--- src/rtl/layer_seq_pkg.sv ---
// layer_seq_pkg: shared types and helpers for the layer sequencer.
//   - state_t      : sequencer FSM state encoding
//   - safe_clog2   : address width helper (never returns zero)
//   - sat_add_w    : signed saturating add clamped to a w-bit result
//   - DEF_*        : derived constants for the default configuration
package layer_seq_pkg;

  typedef enum logic [2:0] {
    ST_IDLE  = 3'd0,
    ST_FETCH = 3'd1,
    ST_ISSUE = 3'd2,
    ST_WAIT  = 3'd3,
    ST_ACCUM = 3'd4,
    ST_WRITE = 3'd5,
    ST_FIN   = 3'd6
  } state_t;

  // A one-entry address space still needs a one-bit address port.
  function automatic int unsigned safe_clog2(input int unsigned v);
    int unsigned r;
    r = (v > 32'd1) ? $clog2(v) : 32'd1;
    return r;
  endfunction

  localparam int unsigned DEF_WIDTH = 32'd8;
  localparam int unsigned DEF_N     = 32'd2;
  localparam int unsigned DEF_NIN   = 32'd16;
  localparam int unsigned DEF_NOUT  = 32'd10;
  localparam int unsigned DEF_CH    = DEF_NIN / DEF_N;
  localparam int unsigned DEF_XAW   = safe_clog2(DEF_CH);
  localparam int unsigned DEF_WAW   = safe_clog2(DEF_NOUT * DEF_CH);
  localparam int unsigned DEF_NAW   = safe_clog2(DEF_NOUT);

  // Operands arrive sign-extended to 64 bits; the sum is formed one bit
  // wider so it can never wrap, then clamped to the signed range of w bits.
  function automatic logic signed [63:0] sat_add_w(
    input logic signed [63:0] a,
    input logic signed [63:0] b,
    input int unsigned        w
  );
    logic signed [64:0] sum;
    logic signed [64:0] max_v;
    logic signed [64:0] min_v;
    logic signed [64:0] res;
    sum   = {a[63], a} + {b[63], b};
    max_v = (65'sd1 <<< (w - 32'd1)) - 65'sd1;
    min_v = -(65'sd1 <<< (w - 32'd1));
    if (sum > max_v) begin
      res = max_v;
    end else if (sum < min_v) begin
      res = min_v;
    end else begin
      res = sum;
    end
    return res[63:0];
  endfunction

endpackage

--- src/rtl/layer_seq_sat_add.sv ---
// sat_add: W-bit signed saturating adder (combinational).
//   a_i, b_i : signed W-bit operands
//   sum_o    : a_i + b_i clamped to [-2^(W-1), 2^(W-1)-1]
module sat_add
  import layer_seq_pkg::*;
#(
  parameter int unsigned W = 16
) (
  input  logic signed [W-1:0] a_i,
  input  logic signed [W-1:0] b_i,
  output logic signed [W-1:0] sum_o
);

  logic signed [63:0] wide_s;
  logic               unused_hi_s;

  // Saturating sum in the wide domain, then keep the low W bits.
  always_comb begin
    wide_s      = sat_add_w(64'(a_i), 64'(b_i), W);
    sum_o       = wide_s[W-1:0];
    unused_hi_s = ^wide_s[63:W];
  end

endmodule

--- src/rtl/layer_seq.sv ---
// layer_seq: sequences one fully-connected layer through an external MAC.
// For each neuron it loads the bias, streams CH chunks of N inputs/weights
// into the MAC, saturating-accumulates the partial results and emits one
// (optionally ReLU-clamped) output strobe.
//   clk, rst            : clock, async active-low reset
//   go, relu_en         : start pulse (IDLE only), ReLU select latched at go
//   busy, layer_done    : layer in progress, one-cycle completion pulse
//   x_addr/x_data       : input-vector chunk memory (1-cycle read latency)
//   w_addr/w_data       : weight chunk memory (1-cycle read latency)
//   n_idx/b_data        : current neuron and its combinational bias
//   mac_*               : operand/handshake interface to the external MAC
//   y_valid/y_idx/y_data: output strobe, neuron index, signed result
module layer_seq
  import layer_seq_pkg::*;
#(
  parameter int unsigned WIDTH = 8,
  parameter int unsigned N     = 2,
  parameter int unsigned NIN   = 16,
  parameter int unsigned NOUT  = 10,
  parameter int unsigned CH    = NIN / N,
  parameter int unsigned XAW   = safe_clog2(CH),
  parameter int unsigned WAW   = safe_clog2(NOUT * CH),
  parameter int unsigned NAW   = safe_clog2(NOUT)
) (
  input  logic                      clk,
  input  logic                      rst,
  input  logic                      go,
  input  logic                      relu_en,
  output logic                      busy,
  output logic                      layer_done,
  output logic [XAW-1:0]            x_addr,
  input  logic [N*WIDTH-1:0]        x_data,
  output logic [WAW-1:0]            w_addr,
  input  logic [N*WIDTH-1:0]        w_data,
  output logic [NAW-1:0]            n_idx,
  input  logic [2*WIDTH-1:0]        b_data,
  output logic [N*WIDTH-1:0]        mac_a,
  output logic [N*WIDTH-1:0]        mac_b,
  output logic                      mac_start,
  input  logic                      mac_ack,
  input  logic                      mac_done,
  input  logic [2*WIDTH-1:0]        mac_acc,
  output logic                      y_valid,
  output logic [NAW-1:0]            y_idx,
  output logic signed [2*WIDTH-1:0] y_data
);

  localparam int unsigned AW = 2 * WIDTH;

  if ((NIN % N) != 0) begin : g_nin_check
    $error("layer_seq: NIN must be a multiple of N");
  end

  state_t                state_q;
  logic                  fetch_ph_q;
  logic [XAW-1:0]        chunk_q;
  logic [NAW-1:0]        n_idx_q;
  logic signed [AW-1:0]  psum_q;
  logic signed [AW-1:0]  psum_d;
  logic signed [AW-1:0]  acc_q;
  logic                  relu_q;
  logic                  busy_q;
  logic                  done_q;
  logic                  y_valid_q;
  logic [NAW-1:0]        y_idx_q;
  logic signed [AW-1:0]  y_data_q;
  logic [N*WIDTH-1:0]    mac_a_q;
  logic [N*WIDTH-1:0]    mac_b_q;
  logic                  mac_start_q;
  logic [XAW-1:0]        x_addr_q;
  logic [WAW-1:0]        w_addr_q;

  sat_add #(.W(AW)) u_sat_add (
    .a_i   (psum_q),
    .b_i   (acc_q),
    .sum_o (psum_d)
  );

  // Sequencer FSM with all outputs registered.
  always_ff @(posedge clk or negedge rst) begin
    if (!rst) begin
      state_q     <= ST_IDLE;
      fetch_ph_q  <= 1'b0;
      chunk_q     <= '0;
      n_idx_q     <= '0;
      psum_q      <= '0;
      acc_q       <= '0;
      relu_q      <= 1'b0;
      busy_q      <= 1'b0;
      done_q      <= 1'b0;
      y_valid_q   <= 1'b0;
      y_idx_q     <= '0;
      y_data_q    <= '0;
      mac_a_q     <= '0;
      mac_b_q     <= '0;
      mac_start_q <= 1'b0;
      x_addr_q    <= '0;
      w_addr_q    <= '0;
    end else begin
      case (state_q)
        ST_IDLE: begin
          if (go) begin
            n_idx_q    <= '0;
            chunk_q    <= '0;
            psum_q     <= $signed(b_data);
            relu_q     <= relu_en;
            busy_q     <= 1'b1;
            x_addr_q   <= '0;
            w_addr_q   <= '0;
            fetch_ph_q <= 1'b0;
            state_q    <= ST_FETCH;
          end
        end
        ST_FETCH: begin
          // Phase 0: address is at the memories (and n_idx is settled, so
          // the first chunk of a neuron picks up its bias here).
          // Phase 1: read data is valid and is latched as MAC operands.
          if (!fetch_ph_q) begin
            fetch_ph_q <= 1'b1;
            if (chunk_q == '0) begin
              psum_q <= $signed(b_data);
            end
          end else begin
            fetch_ph_q  <= 1'b0;
            mac_a_q     <= x_data;
            mac_b_q     <= w_data;
            mac_start_q <= 1'b1;
            state_q     <= ST_ISSUE;
          end
        end
        ST_ISSUE: begin
          if (mac_ack) begin
            mac_start_q <= 1'b0;
            // A MAC that finishes in the acknowledge cycle skips WAIT.
            if (mac_done) begin
              acc_q   <= $signed(mac_acc);
              state_q <= ST_ACCUM;
            end else begin
              state_q <= ST_WAIT;
            end
          end
        end
        ST_WAIT: begin
          if (mac_done) begin
            acc_q   <= $signed(mac_acc);
            state_q <= ST_ACCUM;
          end
        end
        ST_ACCUM: begin
          psum_q <= psum_d;
          if (chunk_q == XAW'(CH - 1)) begin
            // The output is formed from the final sum now so that it is
            // already registered during WRITE.
            y_valid_q <= 1'b1;
            y_idx_q   <= n_idx_q;
            y_data_q  <= (relu_q && psum_d[AW-1]) ? '0 : psum_d;
            state_q   <= ST_WRITE;
          end else begin
            chunk_q  <= chunk_q + XAW'(1);
            x_addr_q <= chunk_q + XAW'(1);
            w_addr_q <= w_addr_q + WAW'(1);
            state_q  <= ST_FETCH;
          end
        end
        ST_WRITE: begin
          y_valid_q <= 1'b0;
          if (n_idx_q == NAW'(NOUT - 1)) begin
            done_q  <= 1'b1;
            state_q <= ST_FIN;
          end else begin
            // Weights are stored neuron-major, so the next neuron's first
            // chunk directly follows the current neuron's last chunk.
            n_idx_q  <= n_idx_q + NAW'(1);
            chunk_q  <= '0;
            x_addr_q <= '0;
            w_addr_q <= w_addr_q + WAW'(1);
            state_q  <= ST_FETCH;
          end
        end
        ST_FIN: begin
          done_q   <= 1'b0;
          busy_q   <= 1'b0;
          n_idx_q  <= '0;
          chunk_q  <= '0;
          x_addr_q <= '0;
          w_addr_q <= '0;
          state_q  <= ST_IDLE;
        end
        default: begin
          state_q <= ST_IDLE;
        end
      endcase
    end
  end

  assign busy       = busy_q;
  assign layer_done = done_q;
  assign x_addr     = x_addr_q;
  assign w_addr     = w_addr_q;
  assign n_idx      = n_idx_q;
  assign mac_a      = mac_a_q;
  assign mac_b      = mac_b_q;
  assign mac_start  = mac_start_q;
  assign y_valid    = y_valid_q;
  assign y_idx      = y_idx_q;
  assign y_data     = y_data_q;

endmodule

--- config.mk ---
export PLATFORM = sky130hd
export DESIGN_NAME = layer_seq
export DESIGN_NICKNAME = d
export VERILOG_FILES = /design/src/rtl/layer_seq_pkg.sv /design/src/rtl/layer_seq_sat_add.sv /design/src/rtl/layer_seq.sv
export SDC_FILE = /design/constraint.sdc
export NUM_CORES = 1
export LEC_CHECK = 0
export BUFFER_PORTS_ARGS = -buffer_cell sky130_fd_sc_hd__buf_2
export CAP_MARGIN = 30
export CORE_ASPECT_RATIO = 1.25
export CORE_MARGIN = 2
export CORE_UTILIZATION = 35
export CTS_BUF_LIST = sky130_fd_sc_hd__clkbuf_4 sky130_fd_sc_hd__clkbuf_8 sky130_fd_sc_hd__clkbuf_16
export CTS_CLUSTER_DIAMETER = 120
export DETAILED_ROUTE_END_ITERATION = 7
export SYNTH_ARGS = -nofsm -noshare
export SYNTH_HDL_FRONTEND = slang
export SYNTH_SLANG_ARGS = --single-unit
--- constraint.sdc ---
create_clock -name clk -period 4.8 [get_ports clk]
set_input_delay 0.96 -clock clk [delete_from_list [all_inputs] [get_ports clk]]
set_output_delay 0.96 -clock clk [all_outputs]
set_load 0.05 [all_outputs]
==> qor_table.md, run 1 <==
| Item | This run | Unit |
|---|---|---|
| Number of resized instances in the post-cts repair step | 0 | - |
| Number of warnings issued by yosys | 0 | - |
| Max-cap check violation count | 0 | - |
| Pin count of the biggest net entering global routing | 77 | - |
| Maximum clock skew at final layout | 0.00678 | ns |
| Total negative slack | 0 | ns |
| Max transition margin | 43.9 | % |
| Number of nets in the final layout | 762 | - |
| Launching element type of the critical path | flop | - |
| Critical Path RT | 5.01 | ns |
| Final Max Slew Viols | 0 | - |
| Most frequent standard cell in the layout excluding fill and tap cells | sky130_fd_sc_hd__buf_2 | - |
| Count of clock tree sinks | 107 | - |
| Cts hold-fix bufs | 0 | - |
| Synth Register Bits | 107 | - |
| Measured slew at the worst slew-check pin | 0.841 | ns |
| Synthesized instance count | 544 | - |
| Clock latency reported for the late side of the worst-skew pair | 0.35 | ns |
| Proportion of synthesized chip area in sequential cells | 47.6 | % |
| Number of vias per cell | 5.18 | - |
| Initial antenna violation count | 0 | - |
| Port Buffers | 139 | - |
| Worst setup EP type | flop | - |
| Height of the die | 146 | um |
| Overflow left after global routing | 0 | - |
| Drc violations | 0 | - |
| Post-DP HPWL | 10.7 | mm |
| Mean routed wirelength per cell | 16.3 | um |
| Initial Util | 36.0 | % |
| Area of the mapped netlist | 5630 | sq um |
| Crit share post-route | 61.0 | % |
| Buffer count from post-CTS setup fixing | 0 | - |
| Number of nets produced by synthesis | 637 | - |
| Average footprint of a synthesized cell | 10.3 | sq um |
| Placeable core area | 15,600 | sq um |
| Setup violation total in the final timing report | 0 | - |
| Fraction of final layout cells with drive strength greater than 1 | 33.4 | % |
| Type of the tightest min-delay check | in -> async | - |
| Result of the run | finished clean | - |
| Number of global-route vias before repair | 4,706 | - |
| Final RePlAce weighted congestion | 0.948 | - |
| Highest clock frequency the design can meet | 341 | MHz |
| Buffer levels on the longest clock path | 2 | - |
| Worst Hold Margin | 0.418 | ns |
| Routed Antenna Nets | 0 | - |
| Unrepaired setup endpoints after global routing | no | - |
| Master cell of the clock root buffer | sky130_fd_sc_hd__clkbuf_16 | - |
| Overall die width | 117 | um |
| Critical path class | reg -> reg | - |
| Final critical delay including setup and external delays | 2.93 | ns |
| Fillers | 1,477 | - |
| # rows | 51 | - |
| H-Tree Depth | 3 | - |
| Initial drt markers | 229 | - |
| Crit path DAT | 3.14 | ns |
| Via count | 4,592 | - |
| Number of buffers added by the clock tree synthesis step | 9 | - |
| Number of antenna cells inserted | 0 | - |
| Area delta synth->final | 21.1 | % |
| DIE AREA | 17,100 | sq um |
| Commonest cells after routing, fill and taps aside | 138 x sky130_fd_sc_hd__buf_2, 107 x sky130_fd_sc_hd__dfrtp_1, 55 x sky130_fd_sc_hd__nand2_1, 51 x sky130_fd_sc_hd__o21ai_0, 47 x sky130_fd_sc_hd__mux2_2 | - |
| Number of different library cells in the post-synthesis netlist | 57 | - |
| Io pins | 140 | - |
| Global-route wire length before repair | 24.0 | mm |
| Total global routing track utilization | 17.2 | % |
| Initial DRT Pass Iterations | 4 | - |
| Hold Fails Final Rpt | 0 | - |
| Clock transition at the registers of the reported paths | 0.07 | ns |
| Critical Path Fanout Max | 14 | - |
| Total wirelength of the detailed-routed design | 14.5 | mm |
| TritonCTS clock tree | done | - |
metal layers:
layer	global-route usage [%]	wire, um	up-vias
met3	4.66	931	20
met2	28.7	7070	146
met5	0	0	-
li1	-	-	2215
met4	5.60	322	0
met1	21.8	6160	2211
final timing paths:
check,start,endpoint,slack (ns),depth (start not counted)
min in group clk,y_idx[2],y_idx[2],0.47,2
worst max-delay path,psum_q[0],y_data[9],1.87,10
worst max register to register,psum_q[0],y_data[9],1.87,10
max in group asynchronous,rst,psum_q[4],3.33,3
worst min register to register,y_idx[2],y_idx[2],0.47,2
worst min-delay path,rst,acc_q[13],0.42,1
worst max-delay path, stage by stage, from the launching register on:
cell and delay (ns):
sky130_fd_sc_hd__dfrtp_1 0.38, sky130_fd_sc_hd__ha_1 0.24, sky130_fd_sc_hd__inv_1 0.08, sky130_fd_sc_hd__fa_1 0.21, sky130_fd_sc_hd__nand2b_1 0.13, sky130_fd_sc_hd__a21oi_1 0.11, sky130_fd_sc_hd__o21a_1 0.22, sky130_fd_sc_hd__nor3_2 0.37
sky130_fd_sc_hd__or2_0 0.69, sky130_fd_sc_hd__a2bb2oi_1 0.27, sky130_fd_sc_hd__o21ai_0 0.09
registers in the layout, indices dropped and copies added, names as in the netlist, 3 cells and up:
name / count
acc_q: 16
mac_a: 16
y_data: 16
n_idx: 4
y_idx: 4
psum_q: 16
x_addr: 3
mac_b: 16
state_q: 3
w_addr: 7
metrics by stage:
step,util [%],instances,area (sq um),worst slack [ns]
5_1_grt,43.6,886,6810,1.60
2_1_floorplan,-,544,5630,2.38
4_1_cts,43.4,885,6780,1.85
3_3_place_gp,41.4,868,6470,1.99
3_5_place_dp,41.5,869,6480,1.86
6_report,43.6,886,6810,1.87
synthesized netlist by cell type, drive strengths merged:
cell / number / area share, %
o221ai: 1 / 0.16
mux2i: 2 / 0.36
xor2: 12 / 1.9
buf: 12 / 1.4
nand2b: 4 / 0.44
and3: 5 / 0.56
a211o: 2 / 0.33
o21bai: 1 / 0.20
a22o: 2 / 0.31
fa: 1 / 0.36
xnor2: 7 / 1.4
o22ai: 5 / 0.56
ha: 22 / 4.9
nand3: 5 / 0.44
o211ai: 7 / 1.2
a211oi: 4 / 0.62
a22oi: 1 / 0.13
or3: 18 / 2.0
clkbuf: 19 / 1.3
mux4: 1 / 0.40
nor3b: 1 / 0.13
nand3b: 3 / 0.40
a21o: 3 / 0.40
a41oi: 2 / 0.31
o21a: 8 / 1.1
o21ai: 53 / 4.7
nand4: 8 / 0.89
and2: 3 / 0.33
a311oi: 13 / 2.0
o31a: 2 / 0.31
a21oi: 36 / 3.5
inv: 12 / 0.80
nor3: 5 / 0.73
nor2b: 1 / 0.11
nor2: 41 / 2.9
or2: 1 / 0.11
nand2: 56 / 3.8
dfrtp: 107 / 48
nor4b: 1 / 0.16
mux2: 47 / 9.4
o31ai: 1 / 0.13
a31oi: 5 / 0.56
a2bb2oi: 4 / 0.62
cell type report:
cell class,instances,area (sq um),share of cell area [%]
Clock inverter,7,75.1,1.10
Inverter,12,45.0,0.661
Tap cell,212,265,3.89
Timing Repair Buffer,145,763,11.2
Sequential cell,107,2680,39.3
Multi-Input combinational cell,394,2760,40.5
Clock buffer,9,225,3.31
logic make-up (layout without fill, tap and decap cells):
logic type / count (synthesis) / count (layout) / synth area share [%]
and+or+nand+nor: 152 / 152 / 13.0
AOI/OAI and AO/OA: 150 / 150 / 17.2
DFF: 107 / 107 / 47.6
muxes: 50 / 50 / 10.2
buffers and inverters: 43 / 173 / 3.54
adders and majority gates: 23 / 23 / 5.25
xor gates and xnor gates: 19 / 19 / 3.29
Power of run 1 is left out: the tool's default activity adds up to more than one toggle a clock period on the data nets, which glitch-free logic cannot reach.
==> run 2: changes to the inputs <==
--- a/config.mk
+++ b/config.mk
@@ -5,6 +5,7 @@
 export SDC_FILE = /design/constraint.sdc
 export NUM_CORES = 1
 export LEC_CHECK = 0
+export ABC_AREA = 1
 export BUFFER_PORTS_ARGS = -buffer_cell sky130_fd_sc_hd__buf_2
 export CAP_MARGIN = 30
 export CORE_ASPECT_RATIO = 1.25
==> constraint.sdc (replaced) <==
create_clock -name clk -period 2.5 [get_ports clk]
set_input_delay 0.5 -clock clk [delete_from_list [all_inputs] [get_ports clk]]
set_output_delay 0.5 -clock clk [all_outputs]
set_load 0.05 [all_outputs]
==> qor_table.md, run 2 <==
| Item | This run | Unit | vs previous |
|---|---|---|---|
| Via count | 4,783 | - | was 4,592 |
| Buffer levels on the longest clock path | 2 | - | unchanged |
| Critical Path Fanout Max | 7 | - | was 14 |
| Initial drt markers | 150 | - | was 229 |
| Drc violations | 0 | - | unchanged |
| Number of vias per cell | 4.67 | - | was 5.18 |
| Crit-path cells | ha_1 -> a21oi_1 -> nand2_1 -> a21oi_1 -> nand3_2 -> nand2_2 -> nand2_8 -> nand2_1 -> nand3_1 -> nand2_1 -> nand2_1 | - | was ha_1 -> inv_1 -> fa_1 -> nand2b_1 -> a21oi_1 -> o21a_1 -> nor3_2 -> or2_0 -> a2bb2oi_1 -> o21ai_0 |
| Commonest cells after routing, fill and taps aside | 206 x sky130_fd_sc_hd__nand2_1, 138 x sky130_fd_sc_hd__buf_2, 107 x sky130_fd_sc_hd__dfrtp_1, 53 x sky130_fd_sc_hd__inv_1, 53 x sky130_fd_sc_hd__nor2_1 | - | was 138 x sky130_fd_sc_hd__buf_2, 107 x sky130_fd_sc_hd__dfrtp_1, 55 x sky130_fd_sc_hd__nand2_1, 51 x sky130_fd_sc_hd__o21ai_0, 47 x sky130_fd_sc_hd__mux2_2 |
| Initial DRT Pass Iterations | 6 | - | was 4 |
| Overflow left after global routing | 0 | - | unchanged |
| Number of synthesized flops with an enable pin | 0 | - | unchanged |
| Pin count of the biggest net entering global routing | 56 | - | was 77 |
| Initial antenna violation count | 1 | - | was 0 |
| Setup violation total in the final timing report | 0 | - | unchanged |
| Total wirelength of the detailed-routed design | 14.5 | mm | about the same |
| Measured slew at the worst slew-check pin | 0.549 | ns | was 0.841 ns |
| Part of the power in registers | 23.9 | % |  |
| DIE AREA | 17,400 | sq um | was 17,100 sq um |
| Post-DP HPWL | 10.6 | mm | was 10.7 mm |
| Synth Area in Compound Gates | 4.41 | % | was 17.2% |
| Type of the tightest min-delay check | in -> async | - | unchanged |
| Total buffers and inverters traversed by the critical path | 0 | - | was 1 |
| Clock network fraction of design power | 12.7 | % |  |
| Number of global-route vias before repair | 4,744 | - | was 4,706 |
| Area delta synth->final | 23.7 | % | was 21.1% |
| Number of antenna cells inserted | 0 | - | unchanged |
| Worst vdd ir | 1.10 | mV |  |
| Critical path class | reg -> reg | - | unchanged |
| Critical path startpoint | psum_q[10] | - | was psum_q[0] |
| TritonCTS clock tree | done | - | unchanged |
| Top cell family by delay on the critical path | simple AND/OR/NAND/NOR gates | - | unchanged |
| Count of clock tree sinks | 107 | - | unchanged |
| Setup slack of the critical path after layout | 0.238 | ns | was 1.87 ns |
| Total global routing track utilization | 16.8 | % | was 17.2% |
| Crit share post-route | 90.5 | % | was 61.0% |
| Final Max Slew Viols | 0 | - | unchanged |
| Final critical delay including setup and external delays | 2.26 | ns | was 2.93 ns |
| Master cell of the clock root buffer | sky130_fd_sc_hd__clkbuf_16 | - | unchanged |
| Delay contributed by the slowest stage of the critical path | 0.39 | ns | was 0.69 ns |
| Area contributors post-synth | sky130_fd_sc_hd__dfrtp_1 47%, sky130_fd_sc_hd__nand2_1 14%, sky130_fd_sc_hd__mux2_2 7.9% | - | was sky130_fd_sc_hd__dfrtp_1 48%, sky130_fd_sc_hd__mux2_2 9.4%, sky130_fd_sc_hd__ha_1 4.9% |
| Clock transition at the registers of the reported paths | 0.07 | ns | about the same |
| Io pins | 140 | - | unchanged |
| Maximum clock skew at final layout | 0.0101 | ns | was 0.00678 ns |
| Result of the run | finished clean | - | unchanged |
| Port Buffers | 139 | - | unchanged |
| Post-place setup slack | 0.139 | ns | was 1.86 ns |
| Placeable core area | 16,100 | sq um | was 15,600 sq um |
| Fraction of post-synthesis cell area in the top cell type by area | 46.7 | % | was 47.6% |
| CP dominant cell by count | sky130_fd_sc_hd__nand2_1 | - |  |
| Post-synthesis share of cell area spent on full adders, half adders and majority gates | 5.15 | % | was 5.25% |
| Cts hold-fix bufs | 0 | - | unchanged |
| Most common cell in the synthesized netlist | sky130_fd_sc_hd__nand2_1 | - | was sky130_fd_sc_hd__dfrtp_1 |
| Total negative slack | 0 | ns | unchanged |
| Leading register cell type out of synthesis | sky130_fd_sc_hd__dfrtp_1 | - | unchanged |
| Number of warnings issued by yosys | 0 | - | unchanged |
| Mean routed wirelength per cell | 14.1 | um | was 16.3 um |
| Overall die width | 118 | um | was 117 um |
| Number of nets produced by synthesis | 755 | - | was 637 |
| Worst setup EP type | flop | - | unchanged |
| Final RePlAce weighted congestion | 0.836 | - | was 0.948 |
| Slowest library cell on the worst path | sky130_fd_sc_hd__dfrtp_1 | - | was sky130_fd_sc_hd__or2_0 |
| Number of cells in the finished layout apart from fillers | 1,025 | - | was 886 |
| Placed insts | 1,007 | - | was 869 |
| Number of nets in the final layout | 898 | - | was 762 |
| Internal Power | 0.00563 | W |  |
| Fraction of final layout cells with drive strength greater than 1 | 30.0 | % | was 33.4% |
| Height of the die | 147 | um | was 146 um |
| Number of buffers added by the clock tree synthesis step | 9 | - | unchanged |
| Design Power | 0.0115 | W |  |
| # rows | 52 | - | was 51 |
| Largest family of logic cells by synthesized area | simple AND/OR/NAND/NOR gates | - | was compound AO/OA/AOI/OAI gates |
| Fillers | 1,688 | - | was 1,477 |
| Relative contribution of combinational cells to total power | 63.4 | % |  |
| Launch point of the worst reg-to-reg path | psum_q[10] | - | was psum_q[0] |
| Area fraction in and, or, nand and nor cells after synthesis | 27.1 | % | was 13.0% |
| Launching element type of the critical path | flop | - | unchanged |
| Pwr Density | 1620 | nW/um^2 |  |
| Xor and xnor fraction of the mapped netlist area | 1.37 | % | was 3.29% |
| Global-route wire length before repair | 23.4 | mm | was 24.0 mm |
| Average footprint of a synthesized cell | 8.66 | sq um | was 10.3 sq um |
| Most frequent standard cell in the layout excluding fill and tap cells | sky130_fd_sc_hd__nand2_1 | - | was sky130_fd_sc_hd__buf_2 |
| Switching power share of the total | 51.1 | % |  |
| Highest clock frequency the design can meet | 442 | MHz | was 341 MHz |
| Max-cap check violation count | 0 | - | unchanged |
| Initial Util | 35.5 | % | was 36.0% |
| Critical Path RT | 2.75 | ns | was 5.01 ns |
| Max transition margin | 63.3 | % | was 43.9% |
| H-Tree Depth | 3 | - | unchanged |
| Area of the mapped netlist | 5740 | sq um | was 5630 sq um |
| Number of different library cells in the post-synthesis netlist | 42 | - | was 57 |
| Clock latency reported for the late side of the worst-skew pair | 0.35 | ns | about the same |
| Proportion of synthesized chip area in sequential cells | 46.7 | % | was 47.6% |
| Crit path DAT | 2.51 | ns | was 3.14 ns |
| Net switching power | 0.00588 | W |  |
| Largest area contributor in the synthesized netlist | sky130_fd_sc_hd__dfrtp_1 | - | unchanged |
| Unrepaired setup endpoints after global routing | no | - | unchanged |
| Proportion of synthesized area in mux cells | 9.42 | % | was 10.2% |
| Synthesized instance count | 662 | - | was 544 |
| P_leak | 3.79 | nW |  |
| Commonest cells in the synthesized netlist | 208 x sky130_fd_sc_hd__nand2_1, 107 x sky130_fd_sc_hd__dfrtp_1, 53 x sky130_fd_sc_hd__inv_1, 53 x sky130_fd_sc_hd__nor2_1, 41 x sky130_fd_sc_hd__nand3_1 | - | was 107 x sky130_fd_sc_hd__dfrtp_1, 55 x sky130_fd_sc_hd__nand2_1, 51 x sky130_fd_sc_hd__o21ai_0, 47 x sky130_fd_sc_hd__mux2_2, 40 x sky130_fd_sc_hd__nor2_1 |
| Proportion of register bits with asynchronous set or reset after synthesis | 100 | % | unchanged |
| Synth Register Bits | 107 | - | unchanged |
| Hold Fails Final Rpt | 0 | - | unchanged |
| Worst Hold Margin | 0.0168 | ns | was 0.418 ns |
| Routed Antenna Nets | 0 | - | unchanged |
## run 2: changes by cell type in the layout (fill, tap and decap cells not counted), sizes merged, moves of 7 or more
cell / previous run / this run
o21a: 8 / 1
o21ai: 53 / 15
o211ai: 7 / 0
nor2: 41 / 56
or3: 18 / 0
inv: 15 / 61
nor3: 5 / 14
a21oi: 36 / 22
a311oi: 13 / 0
nand3: 5 / 43
nand2: 56 / 228
## run 2: layout make-up
| type | instances | area, sq um | share of cell area (%) |
|---|---|---|---|
| clock buffer | 10 | 233 | 3.28 |
| timing repair buffer | 149 | 853 | 12.0 |
| tap | 216 | 270 | 3.81 |
| sequential | 107 | 2680 | 37.7 |
| multi-input combinational | 478 | 2770 | 39.1 |
| inverter | 60 | 225 | 3.18 |
| clock inverter | 5 | 60.1 | 0.847 |
## run 2: power groups by stage
stage	Combinational (W)	Clock, W	Sequential [W]
floorplan	0.00434	0	0.00383
global placement	0.00684	0	0.00276
detailed placement	0.00687	0	0.00278
CTS	0.00691	0.00151	0.00276
global route	0.00805	0.00156	0.00284
finish	0.00729	0.00146	0.00275
## run 2: metal layers
metal	vias up	wire length, um	track usage [%]
met1	2223	6260	20.8
met5	-	13	0
met2	136	7110	28.5
met4	2	215	4.64
met3	18	865	4.81
li1	2404	-	-
## run 2: timing repair
item / CTS / global route
setup buffers: 0 / 1
endpoints found under the setup margin: 0 / 30
resized for setup: 0 / 7
## run 2: worst register-to-register path: cells and delay by family, from the launching register on
kind / cells / cell delay (ns)
fa+ha+maj: 1 / 0.36
flops: 1 / 0.39
simple gates: 8 / 0.94
compound gates: 2 / 0.47
## run 2: worst paths after layout
path	end	slack, ns	cells after the start
max	psum_q[11]	0.24	11
min	mac_start	0.02	1
max reg2reg	psum_q[11]	0.24	11
min reg2reg	y_idx[0]	0.47	2
max in group asynchronous	acc_q[14]	1.90	2
min in group clk	acc_q[12]	0.36	2
## run 2: per-stage QoR
step                utilization (%)  area [sq um]
detailed placement             41.5          6700
floorplan                         -          5740
global route                   44.0          7090
CTS                            43.4          7000
finish                         44.0          7090
global placement               41.5          6700
## run 2: cells by family after synthesis
kind of cell / after synthesis
xor gates and xnor gates: 9
and+or+nand+nor: 353
adders and majority gates: 23
DFF: 107
buffers and inverters: 78
AOI/OAI and AO/OA: 44
muxes: 48
Note: power is estimated with default switching activity, not from simulation.
